$ cat src/rtl/timer_irq.sv
// rtl/timer_irq.sv - programmable countdown timer with one-shot/auto-reload interrupt
module timer_irq #(
  parameter int ADDR_W = 2
) (
  input  logic              clk,
  input  logic              reset,
  input  logic [ADDR_W-1:0] addr,
  input  logic              we,
  input  logic [31:0]       din,
  output logic [31:0]       dout,
  output logic              irq
);

  typedef enum logic [1:0] {
    S_IDLE = 2'd0,
    S_LOAD = 2'd1,
    S_CNT  = 2'd2,
    S_INT  = 2'd3
  } state_t;

  state_t      state;
  state_t      state_n;
  logic [3:0]  ctrl;
  logic [31:0] preset;
  logic [31:0] count;
  logic        sticky;

  logic        enable;
  logic        auto_reload;
  logic        wr_ctrl;
  logic        wr_preset;
  logic        oneshot_done;
  logic        count_low;

  assign enable      = ctrl[0];
  // Only mode 1 reloads; modes 0, 2 and 3 are all one-shot.
  assign auto_reload = (ctrl[2:1] == 2'b01);
  assign wr_ctrl     = we && (addr == ADDR_W'(0));
  assign wr_preset   = we && (addr == ADDR_W'(1));
  assign count_low   = (count <= 32'd1);

  // State register.
  always_ff @(posedge clk) begin
    if (reset) begin
      state <= S_IDLE;
    end else begin
      state <= state_n;
    end
  end

  // Next-state logic and the one-shot completion strobe.
  always_comb begin
    state_n      = state;
    oneshot_done = 1'b0;
    case (state)
      S_IDLE: begin
        if (enable) state_n = S_LOAD;
      end
      S_LOAD: begin
        state_n = S_CNT;
      end
      S_CNT: begin
        if (!enable) begin
          state_n = S_IDLE;
        end else if (count_low) begin
          state_n = S_INT;
        end
      end
      S_INT: begin
        if (auto_reload) begin
          state_n = S_LOAD;
        end else begin
          state_n      = S_IDLE;
          oneshot_done = 1'b1;
        end
      end
      default: state_n = S_IDLE;
    endcase
  end

  // Register file and counter; a CPU write in the INT cycle overrides the
  // hardware update of ctrl and keeps sticky clear.
  always_ff @(posedge clk) begin
    if (reset) begin
      ctrl   <= 4'd0;
      preset <= 32'd0;
      count  <= 32'd0;
      sticky <= 1'b0;
    end else begin
      if (state == S_LOAD) begin
        count <= preset;
      end else if (state == S_CNT && enable) begin
        count <= count_low ? 32'd0 : count - 32'd1;
      end

      if (wr_ctrl) begin
        ctrl <= din[3:0];
      end else if (oneshot_done) begin
        ctrl[0] <= 1'b0;
      end

      if (wr_preset) begin
        preset <= din;
      end

      if (wr_ctrl || wr_preset) begin
        sticky <= 1'b0;
      end else if (oneshot_done) begin
        sticky <= 1'b1;
      end
    end
  end

  // Combinational read mux.
  always_comb begin
    dout = 32'd0;
    case (addr)
      ADDR_W'(0): dout = {28'd0, ctrl};
      ADDR_W'(1): dout = preset;
      ADDR_W'(2): dout = count;
      default:    dout = 32'd0;
    endcase
  end

  assign irq = ctrl[3] && ((state == S_INT) || sticky);

endmodule

$ cat config.mk
export PLATFORM = sky130hd
export DESIGN_NAME = timer_irq
export DESIGN_NICKNAME = d
export VERILOG_FILES = /design/src/rtl/timer_irq.sv
export SDC_FILE = /design/constraint.sdc
export NUM_CORES = 1
export LEC_CHECK = 0
export ABC_AREA = 1
export CORE_MARGIN = 2
export CORE_UTILIZATION = 48
export DETAILED_ROUTE_END_ITERATION = 7
export PLACE_DENSITY_LB_ADDON = 0.15
export SYNTH_ARGS = -nofsm -noshare
export SYNTH_HDL_FRONTEND = slang
export SYNTH_SLANG_ARGS = --single-unit
$ cat constraint.sdc
create_clock -name clk -period 1.45 [get_ports clk]
set_clock_uncertainty 0.05 [all_clocks]
set_input_delay 0.2175 -clock clk [delete_from_list [all_inputs] [get_ports clk]]
set_output_delay 0.2175 -clock clk [all_outputs]
set_load 0.1 [all_outputs]
==> results of run 1 <==
==> cell families (layout without fill, tap and decap cells) <==
| kind of cell | after synthesis | in the layout | synth area share [%] |
|---|---|---|---|
| fa+ha+maj | 2 | 2 | 0.613 |
| xor+xnor | 17 | 17 | 3.65 |
| compound gates | 161 | 161 | 22.3 |
| flops | 71 | 71 | 34.8 |
| simple gates | 228 | 229 | 26.9 |
| buf+inv | 119 | 328 | 11.7 |
==> per-stage QoR <==
stage          setup slack [ns]  hold WS, ns
2_1_floorplan           -0.0289        0.332
3_3_place_gp             -0.456        0.424
3_5_place_dp             -0.507        0.422
4_1_cts                  -0.128        0.420
5_1_grt                  -0.578        0.445
6_report                 -0.500        0.416
==> power by group through the flow <==
stage	registers, mW	logic [mW]	clock network [mW]
floorplan	2.12	1.74	0
global placement	2.12	2.52	0
detailed placement	2.12	2.58	0
CTS	2.08	3.19	1.84
global route	2.10	4.23	2.00
finish	2.10	4.11	1.97
==> metal layers <==
layer	vias up	routed length (µm)
li1	2403	-
met1	2841	7980
met2	701	10800
met3	314	3040
met4	0	2760
met5	-	0
==> state kept, by name, summed over array words and instances (netlist names) <==
register	flops
count	32
ctrl	4
preset	32
state	2
sticky	1
==> critical path, cell delays in order, from the launching register on <==
cell,delay [ns]
dfxtp_4,0.38
nor2_2,0.19
nand2_1,0.13
nor2_4,0.23
nand2_2,0.12
nor2_4,0.27
nand2_1,0.13
nand2_1,0.09
nand3_1,0.09
o21ai_1,0.17
==> layout make-up <==
cell class,instances,area (µm²)
Multi-Input combinational cell,409,3010
Timing Repair Buffer,223,2490
Sequential cell,71,1500
Inverter,89,438
Fill cell,221,419
Clock buffer,13,159
Tap cell,105,131
Clock inverter,3,65.1
==> path summary, 6_finish.rpt <==
check / endpoint / slack, ns / cells past startpoint
setup / recovery: count[31]$_SDFFE_PP0P_ / -0.50 / 9
hold / removal: preset[16]$_SDFFE_PP0P_ / 0.42 / 3
setup reg to reg: count[31]$_SDFFE_PP0P_ / -0.50 / 9
hold reg to reg: count[0]$_SDFFE_PP0P_ / 0.47 / 1
==> what timing repair did <==
action | 4_1_cts | 5_1_grt
resized for setup | 168 | 83
gates cloned | 3 | 0
pin swaps | 49 | 45
buffers inserted | 42 | 21
setup endpoints to repair | 91 | 66
==> cell usage after synthesis <==
library cell,instances
nand2_1,101
inv_1,87
dfxtp_1,71
o22ai_1,60
nor2_1,45
a21oi_1,43
o21ai_0,41
nand3_1,31
clkbuf_1,16
xor2_1,16
nor2_2,14
nand2_2,9
nand3_2,9
o21ai_1,9
nor2_4,8
buf_2,7
nand4_1,5
buf_1,4
nor3_1,4
o221ai_1,4
buf_6,3
ha_1,2
inv_2,2
a211oi_1,1
a21oi_2,1
and2_1,1
nand4_2,1
o21a_1,1
o21ai_2,1
xnor2_1,1
==> cells in the final DEF (no fill, tap or decap), types with 2 or more instances in the layout <==
cell type / count
a21oi_1: 39
a21oi_2: 4
buf_12: 45
buf_16: 2
buf_4: 106
buf_6: 35
bufinv_16: 2
clkbuf_1: 2
clkbuf_8: 11
clkdlybuf4s50_1: 34
dfxtp_1: 37
dfxtp_2: 19
dfxtp_4: 15
ha_4: 2
inv_1: 53
inv_2: 5
inv_4: 23
inv_6: 6
nand2_1: 79
nand2_2: 23
nand2_4: 8
nand3_1: 20
nand3_2: 20
nand4_1: 5
nor2_1: 26
nor2_2: 16
nor2_4: 26
nor3_1: 3
o21ai_0: 36
o21ai_1: 10
o21ai_2: 5
o221ai_4: 4
o22ai_1: 32
o22ai_4: 28
xor2_1: 14
xor2_2: 2
==> qor.txt, run 1 <==
final hold violation count = 0
CTS Buf Count = 9
vias in the first global route = 5,325
Data arrival, critical path = 2.18 ns
TNS Setup = -12.60 ns
Worst Tran Pin Value = 0.386 ns
Final Util = 94.9%
Finished Cell Area = 7800 µm²
# IOs = 70
via count = 6,259
switching power = 3.48 mW
H-Tree Depth = 3
Synth Register Bits = 71
layout cell share with drive strength beyond 1 = 51.2%
f_max = 513 MHz
Logic pwr share = 50.2%
Hold-fix buffers, CTS = 0
CP max FO = 5
placed cell areas = 6420 µm²
grt met1 use = 41.8%
Placer Congestion = 0.915
Ant. Diodes = 0
NumNets Final = 842
DPL Wire Length = 9830 µm
Congestion Overflow GR = 0
run status = complete, but fails checks
die width = 96.2 µm
drt wl/cell = 26.9 µm
CP Capture Type = flip-flop
top post-synthesis cells by area = dfxtp_1 (35%), nand2_1 (9.3%), o22ai_1 (9.2%)
clk buf depth = 2
Tot Pwr = 8.18 mW
Layout Cells excl Fill = 913
area leader, netlist = dfxtp_1
Core Region = 8220 µm²
CTS tree = done
Leak = 3.24 nW
sequential share of power = 25.7%
Global Route Usage Sum = 38.1%
ANT nets after route = 0
setup violators final = 67
clock tree root driver cell = clkbuf_8
initial antenna violation count = 0
initial core utilization = 49.6%
# rows = 33
Gate Count Post-Synth = 598
Worst-Skew Late Latency = 0.38 ns
Final period util = 134%
reg2reg start = count[6]$_SDFFE_PP0P_
post-synthesis sequential area ratio = 34.8%
Worst-path clk slew = 0.09 ns
global-route wire length before repair = 26,800 µm
Yosys top cell area share = 34.8%
Internal = 4.70 mW
pwr dens = 1050 nW/µm²
switching part of the total power = 42.5%
clock sink count = 71
via-per-instance ratio = 6.86
worst hold path type = in -> reg
Max rail drop VDD = 0.766 mV
RSZ-0062 raised after global routing = true
Post-Route WL = 24,600 µm
dpl cells = 833
clock network power share = 24.1%
DRC = 39
CP Data Required Time = 1.68 ns
Worst Slack Setup Final = -0.500 ns
Max Slew Vio Count = 0
Synth Warn # = 0
Most Used Layer, Global Route = met2
Crit Path Class = reg -> reg
Final min period = 1.95 ns
post-synth cell types = 30
Max Cap Viol = 0
met2 Usage GRT = 66.1%
Die H = 96.2 µm
Mapped Area = 4080 µm²
Post-Syn Area per Cell = 6.82 µm²
largest net degree at the start of global routing = 43
M3 GR Usage = 8.38%
drt pass-1 iters = 8
HP Start = din[16]
Worst setup SP type = flip-flop
die footprint = 9250 µm²
DR iter-0 viols = 1,019
Synthesized Nets = 637
max_slew headroom = 74.1%
PortBufs = 69
Critical path origin = count[6]$_SDFFE_PP0P_
failing checks = DRC, setup timing
Area Growth Syn to Fin = 91.2%
Note: power is estimated with default switching activity, not from simulation.
==> run 2: changes to the inputs <==
--- a/config.mk
+++ b/config.mk
@@ -6,6 +6,7 @@
 export NUM_CORES = 1
 export LEC_CHECK = 0
 export ABC_AREA = 1
+export ABC_CLOCK_PERIOD_IN_PS = 1450
 export CORE_MARGIN = 2
 export CORE_UTILIZATION = 48
 export DETAILED_ROUTE_END_ITERATION = 7
==> results of run 2 <==
Final layout, timing and power as in run 1 (identical DEF).
==> run 3: changes to the inputs <==
--- a/config.mk
+++ b/config.mk
@@ -8,9 +8,11 @@
 export ABC_AREA = 1
 export ABC_CLOCK_PERIOD_IN_PS = 1450
 export CORE_MARGIN = 2
-export CORE_UTILIZATION = 48
+export CORE_UTILIZATION = 50
+export CTS_BUF_LIST = sky130_fd_sc_hd__clkbuf_2 sky130_fd_sc_hd__clkbuf_4 sky130_fd_sc_hd__clkbuf_8
 export DETAILED_ROUTE_END_ITERATION = 7
 export PLACE_DENSITY_LB_ADDON = 0.15
+export REMOVE_ABC_BUFFERS = 1
 export SYNTH_ARGS = -nofsm -noshare
 export SYNTH_HDL_FRONTEND = slang
 export SYNTH_SLANG_ARGS = --single-unit
==> qor.txt, run 3 <==
clock sink count = 71 (unchanged)
# IOs = 70 (unchanged)
ys async rst share = 0% (unchanged)
post-synthesis sequential area ratio = 34.8% (unchanged)
clock tree root driver cell = clkbuf_8
top post-synthesis cells by area = dfxtp_1 (35%), nand2_1 (9.3%), o22ai_1 (9.2%)
Congestion Overflow GR = 725
largest net degree at the start of global routing = 34
Gate Count Post-Synth = 598 (unchanged)
run status = stopped before the end
# rows = 32 (-3.0%)
Global Route Usage Sum = 94.1%
Exit stage = 5_1_grt
cell with the most instances after synthesis = nand2_1
H-Tree Depth = 3 (unchanged)
Hold-fix buffers, CTS = 0 (unchanged)
DPL Wire Length = 9750 µm (-0.87%)
worst ep type = register data pin
PortBufs = 69 (unchanged)
area leader, netlist = dfxtp_1
Placer Congestion = 0.961 (+5.1%)
Yosys top cell area share = 34.8% (unchanged)
Post-Syn Area per Cell = 6.82 µm² (unchanged)
Synth Warn # = 0 (unchanged)
Err = [ERROR GRT-0232] Routing congestion too high. Check the congestion heatmap in the GUI.
Synth top cells by count = nand2_1 (101), inv_1 (87), dfxtp_1 (71), o22ai_1 (60), nor2_1 (45)
CTS Buf Count = 9 (unchanged)
Worst EP post-GRT repair = count[22]$_SDFFE_PP0P_/D
Synth Register Bits = 71 (unchanged)
Die H = 94.3 µm (-1.9%)
Mapped Area = 4080 µm² (unchanged)
post-synth cell types = 30 (unchanged)
EDFF count, synth = 0 (unchanged)
die width = 94.3 µm (-1.9%)
initial core utilization = 52.2% (+2.6 points)
Synth Flop Type = dfxtp_1
clk buf depth = 2 (unchanged)
## run 3: cell counts after synthesis
Identical to the previous run, type by type.
## run 3: what timing repair did
action / in CTS
gates resized for setup: 261
setup buffers: 36
pin swaps: 51
endpoints found under the setup margin: 66
gates cloned: 3
## run 3: stage by stage
step                      instance area [µm²]  util, %  std cells  hold WS [ns]  setup WS (ns)
after CTS                                7340     94.0        890         0.287         -0.240
after detailed placement                 5880     75.3        838         0.406         -0.633
after global placement                   5880     75.3        838         0.387         -0.562
after floorplan                          3940        -        568         0.230          -1.20
## run 3: logic make-up after synthesis
kind of cell	share of synthesized area [%]
xor+xnor	3.65
buf+inv	11.7
flops	34.8
fa+ha+maj	0.613
simple gates	26.9
compound gates	22.3
## run 3: routing by layer
layer | GRT usage, % | GRT overflow
met1 | 83.7 | 2
met2 | 129 | 549
met3 | 64.2 | 3
met4 | 110 | 171
met5 | 13.7 | 0
==> run 4: changes to the inputs <==
--- a/config.mk
+++ b/config.mk
@@ -6,10 +6,9 @@
 export NUM_CORES = 1
 export LEC_CHECK = 0
 export ABC_AREA = 1
-export ABC_CLOCK_PERIOD_IN_PS = 1450
+export ABC_CLOCK_PERIOD_IN_PS = 1900
 export CORE_MARGIN = 2
-export CORE_UTILIZATION = 50
-export CTS_BUF_LIST = sky130_fd_sc_hd__clkbuf_2 sky130_fd_sc_hd__clkbuf_4 sky130_fd_sc_hd__clkbuf_8
+export CORE_UTILIZATION = 35
 export DETAILED_ROUTE_END_ITERATION = 7
 export PLACE_DENSITY_LB_ADDON = 0.15
 export REMOVE_ABC_BUFFERS = 1
==> constraint.sdc (replaced) <==
create_clock -name clk -period 1.9 [get_ports clk]
set_clock_uncertainty 0.05 [all_clocks]
set_input_delay 0.285 -clock clk [delete_from_list [all_inputs] [get_ports clk]]
set_output_delay 0.285 -clock clk [all_outputs]
set_load 0.1 [all_outputs]
==> qor.txt, run 4 (synthesized netlist as in run 1, its figures left out) <==
run status = finished clean
worst hold path type = reg -> reg
via-per-instance ratio = 5.19
Worst R2R Path Depth = 10
DRC = 0
Worst R2R End = count[28]$_SDFFE_PP0P_
hold path endpoint = sticky$_SDFFE_PP0P_
# rows = 39 (+22%)
H-Tree Depth = 3 (unchanged)
DPL Wire Length = 8620 µm (-12%)
Die H = 112 µm (+19%)
Ant. Diodes = 0
CP max FO = 4
Data arrival, critical path = 1.99 ns
Post-Route WL = 12,600 µm
cell family with most CP delay = simple AND/OR/NAND/NOR gates
CP bufs+invs = 2
most frequent CP cell = nand2_1
Max Cap Viol = 0
Worst Slack Setup Final = 0.0845 ns
drt wl/cell = 15.2 µm
dpl cells = 808 (-3.6%)
Global Route Usage Sum = 20.5%
Worst setup SP type = flip-flop
most common cell after layout, fill and taps aside = nand2_1
via count = 4,301
Congestion Overflow GR = 0
clock tree root driver cell = clkbuf_16
Crit Path Class = reg -> reg
Fin Hold WS = 0.404 ns
die width = 112 µm (+19%)
worst hold path stage count = 2
Max rail drop VDD = 0.392 mV
CP Capture Type = flip-flop
initial core utilization = 35.7% (-17 points)
Worst path slowest cell = dfxtp_1
setup violators final = 0
f_max = 551 MHz
drt pass-1 iters = 5
commonest non-fill, non-tap cells in the layout = nand2_1 (98), inv_1 (82), dfxtp_1 (71), nor2_1 (44), a21oi_1 (43)
die footprint = 12,500 µm²
Placer Congestion = 0.859 (-11%)
PortBufs = 69 (unchanged)
NumNets Final = 720
Final min period = 1.82 ns
clk buf depth = 2 (unchanged)
sequence of cells on the critical path = inv_2 -> ha_2 -> nand2_2 -> buf_4 -> nor2_1 -> nand2_1 -> nor3_1 -> nand3_1 -> nand4_2 -> nand2_1
Worst-Skew Late Latency = 0.33 ns
Worst-path clk slew = 0.06 ns
RSZ-0062 raised after global routing = false
final hold violation count = 0
vias in the first global route = 4,380
# IOs = 70 (unchanged)
HP Start = sticky$_SDFFE_PP0P_
Final period util = 95.6%
biggest regs = count: 32 flops, preset: 32 flops, ctrl: 4 flops
CP Data Required Time = 2.08 ns
pre-CTS setup slack = -0.332 ns (+0.301 ns)
TNS Setup = 0 ns
initial antenna violation count = 0
layout cell share with drive strength beyond 1 = 23.8%
Area Growth Syn to Fin = 51.0%
largest net degree at the start of global routing = 37
Leak = 2.49 nW
global-route wire length before repair = 21,000 µm
r2r setup slk = 0.08 ns
Finished Cell Area = 6160 µm²
Core Region = 11,400 µm²
pwr dens = 848 nW/µm²
max_slew headroom = 71.4%
Crit path largest cell delay = 0.33 ns
Worst Tran Pin Value = 0.428 ns
CTS Buf Count = 9 (unchanged)
CTS tree = done
Layout Cells excl Fill = 829
placed cell areas = 5400 µm² (-8.2%)
reg2reg start = count[0]$_SDFFE_PP0P_
clock sink count = 71 (unchanged)
ANT nets after route = 0
DR iter-0 viols = 258
Max Slew Vio Count = 0
[run 4: stage by stage]
stage | power (mW) | util, %
2_1_floorplan | 2.74 | -
3_3_place_gp | 3.22 | 47.3
3_5_place_dp | 3.23 | 47.3
4_1_cts | 5.22 | 53.8
5_1_grt | 5.48 | 54.0
6_report | 5.23 | 54.0
[run 4: cell type report]
class,count,area [µm²]
repair buffers,101,1390
inverters,89,339
well taps,143,179
clock inverters,5,81.3
flip-flops and latches,71,1420
clock buffers,11,243
fillers,1119,5260
multi-input cells,409,2510
[run 4: worst max path at each step]
stage	from	end	slack (ns)	depth (start not counted)
after floorplan	addr[0]	dout[0]	-0.88	4
after global placement	addr[0]	dout[8]	-0.31	8
after detailed placement	addr[0]	dout[8]	-0.33	8
after CTS	count[0]$_SDFFE_PP0P_	count[18]$_SDFFE_PP0P_	0.03	11
after global routing	count[0]$_SDFFE_PP0P_	count[28]$_SDFFE_PP0P_	0.003	10
final	count[0]$_SDFFE_PP0P_	count[28]$_SDFFE_PP0P_	0.08	10
[run 4: worst reg2reg max path, stage by stage (launching register included)]
cell	delay [ns]
dfxtp_1	0.33
inv_2	0.11
ha_2	0.22
nand2_2	0.09
buf_4	0.16
nor2_1	0.10
nand2_1	0.13
nor3_1	0.26
nand3_1	0.13
nand4_2	0.09
nand2_1	0.05
[run 4: repair_timing]
item	CTS	global route
pin swaps	3	1
hold buffers	0	0
setup buffers	1	0
gates cloned	4	0
gates resized for setup	59	6
setup endpoints to repair	50	21
[run 4: power by group]
part / total (mW) / switching (mW) / internal (mW) / leakage [nW]
Sequential: 1.60 / 0.0406 / 1.55 / 0.577
Combinational: 1.80 / 1.16 / 0.640 / 1.76
Clock: 1.83 / 0.645 / 1.19 / 0.156
[run 4: metal layers]
layer	up-vias	share of wire [%]	global-route usage, %
met3	19	3.9	3.54
li1	2154	-	-
met4	0	1.6	5.69
met2	92	50	36.6
met1	2036	45	25.4
met5	-	0	0
==> patch: new RTL, config.mk and constraints of run 1 <==
The parameter `ADDR_W` goes from 2 to 1.
--- a/src/rtl/timer_irq.sv
+++ b/src/rtl/timer_irq.sv
@@ -1,5 +1,5 @@
 // rtl/timer_irq.sv - programmable countdown timer with one-shot/auto-reload interrupt
 module timer_irq #(
-  parameter int ADDR_W = 2
+  parameter int ADDR_W = 1
 ) (
   input  logic              clk,
Interface: changed (resized addr); port bits go from 70 to 69. The function was not compared with the original's and may differ.
==> patch against run 1 <==
- the flow finishes with violations (negative setup slack)
- worst setup slack better by 120 ps
- first-iteration DRC count down 47%
- wire length shrank 35%
- design area is 14% lower
- synthesized area decreased by 2.3%
- worst hold slack worse by 18 ps
- non-clock buffer count shrank 34
- total power is 26% higher
- sequential cell count did not move
==> patch: results (changes against run 1) <==
Post-Synth Adder-Cell Area: 0.00628 (+0.000142)
Leak: 2.82 nW (-13%)
RR Endpoint: count[22]$_SDFFE_PP0P_
H-tree levels: 3 (unchanged)
Longest Clk Path Bufs: 2 (unchanged)
Worst VDD drop: 793 uV (+3.4%)
pre-CTS WS: -320 ps (+187 ps)
status: finished with violations
gr usage total: 0.326 (-0.0547)
Pre-antenna DRT Iters: 6 (-2)
vias in the first global route: 4719 (-11%)
Synth Net Count: 658 (+3.3%)
top cells by area, synth: dfxtp_1 (36%), nand2_1 (12%), inv_1 (8.9%)
complex-gate fraction of the synthesized area: 0.159 (-0.0636)
vias per cell: 5.53 (-19%)
Yosys warnings: 0 (unchanged)
first-pass GRT wire length: 22700 microns (-15%)
R2R depth: 12 (+3)
layout cells sized above 1: 0.392 (-0.121)
Clock Latency Late Sink: 360 ps (-20 ps)
violated checks: negative setup slack
hold depth: 4 (+1)
PortBufs: 68 (-1.4%)
antenna violations before repair: 0 (unchanged)
Post-Route WL: 15900 microns (-35%)
dpl hpwl: 10000 microns (+1.9%)
Post-Synth XOR/XNOR Area: 0.0308 (-0.00574)
fin worst setup slack: -376 ps (+124 ps)
Synth cell types: 35 (+17%)
Crit. Startpoint: count[0]$_SDFFE_PP0P_
GPL Wtd Cong: 0.988 (+8.0%)
fill cell count: 474 (+110%)
hold path start: addr
initial drt markers: 540 (-47%)
worst hold path endpoint: preset[9]$_SDFFE_PP0P_
register area share after synthesis: 0.357 (+0.00809)
largest net degree at the start of global routing: 35 (-19%)
Synth top cells by count: nand2_1 (124), inv_1 (95), nor2_1 (86), dfxtp_1 (71), a21oi_1 (50)
Crit Path Max Fanout: 3 (-2)
worst r2r src: count[0]$_SDFFE_PP0P_
Final setup viols: 34 (-49%)
Slew @ Worst Pin: 481 ps (+94.9 ps)
fin nets: 833 (-1.1%)
## patch: area by class of cell
type                            instances  area, sq um  area share
Clock inverter                          5         57.6     0.00854
Clock buffer                           10          138      0.0204
Tap cell                              105          131      0.0195
Inverter                              100          499      0.0741
Timing Repair Buffer                  189         2020       0.300
Sequential cell                        71         1440       0.214
Multi-Input combinational cell        424         2450       0.363
## patch: how the worst max path moves through the flow
stage,cells past startpoint,endpoint,slack (ps)
global route,12,count[22]$_SDFFE_PP0P_,-390
detailed placement,9,count[25]$_SDFFE_PP0P_,-320
global placement,9,count[25]$_SDFFE_PP0P_,-290
CTS,11,count[18]$_SDFFE_PP0P_,-160
floorplan,3,dout[0],-110
finish,12,count[22]$_SDFFE_PP0P_,-380
## patch: power breakdown
part	total [mW]	switching, mW	internal [mW]
sequential	2.35	0.196	2.15
combinational	6.33	3.60	2.73
clock	1.66	0.823	0.836
total	10.3	4.62	5.72
## patch: kinds of logic after synthesis
group           count (synthesis)
simple gates                  287
xor+xnor                       14
flops                          71
fa+ha+maj                       2
buf+inv                       126
compound gates                120
## patch: critical path: stages (launching register included)
cell and delay [ps]:
dfxtp_2 340, inv_2 90, ha_4 200, nand2_4 70, nor2_4 120, nand3_2 110, nand2_4 100, nand2_4 70
nand2_4 110, buf_4 140, nor2_1 70, nor2_1 170, nor2_1 60
## patch: routing by layer
| layer | GRT usage | share of wire | vias to the layer above |
|---|---|---|---|
| met5 | 0 | 0 | - |
| met4 | 0.156 | 0.049 | 0 |
| met3 | 0.0680 | 0.080 | 87 |
| met2 | 0.533 | 0.47 | 284 |
| met1 | 0.409 | 0.40 | 2302 |
| li1 | - | - | 2329 |
## patch: stage by stage
| stage | hold slack (ps) | cells | utilization | instance area, sq um | setup TNS [ps] |
|---|---|---|---|---|---|
| final | 398 | 904 | 0.828 | 6740 | -6850 |
| after global placement | 420 | 868 | 0.735 | 5980 | -10920 |
| after floorplan | 247 | 620 | - | 4160 | -2110 |
| after CTS | 427 | 895 | 0.803 | 6530 | -3400 |
| after global routing | 448 | 904 | 0.828 | 6740 | -8850 |
| after detailed placement | 431 | 868 | 0.735 | 5980 | -16650 |
## patch: repair_timing
action	CTS	global route
pin swaps	30	28
gates cloned	1	0
endpoints found under the setup margin	66	48
resized for setup	84	46
buffers inserted	11	10
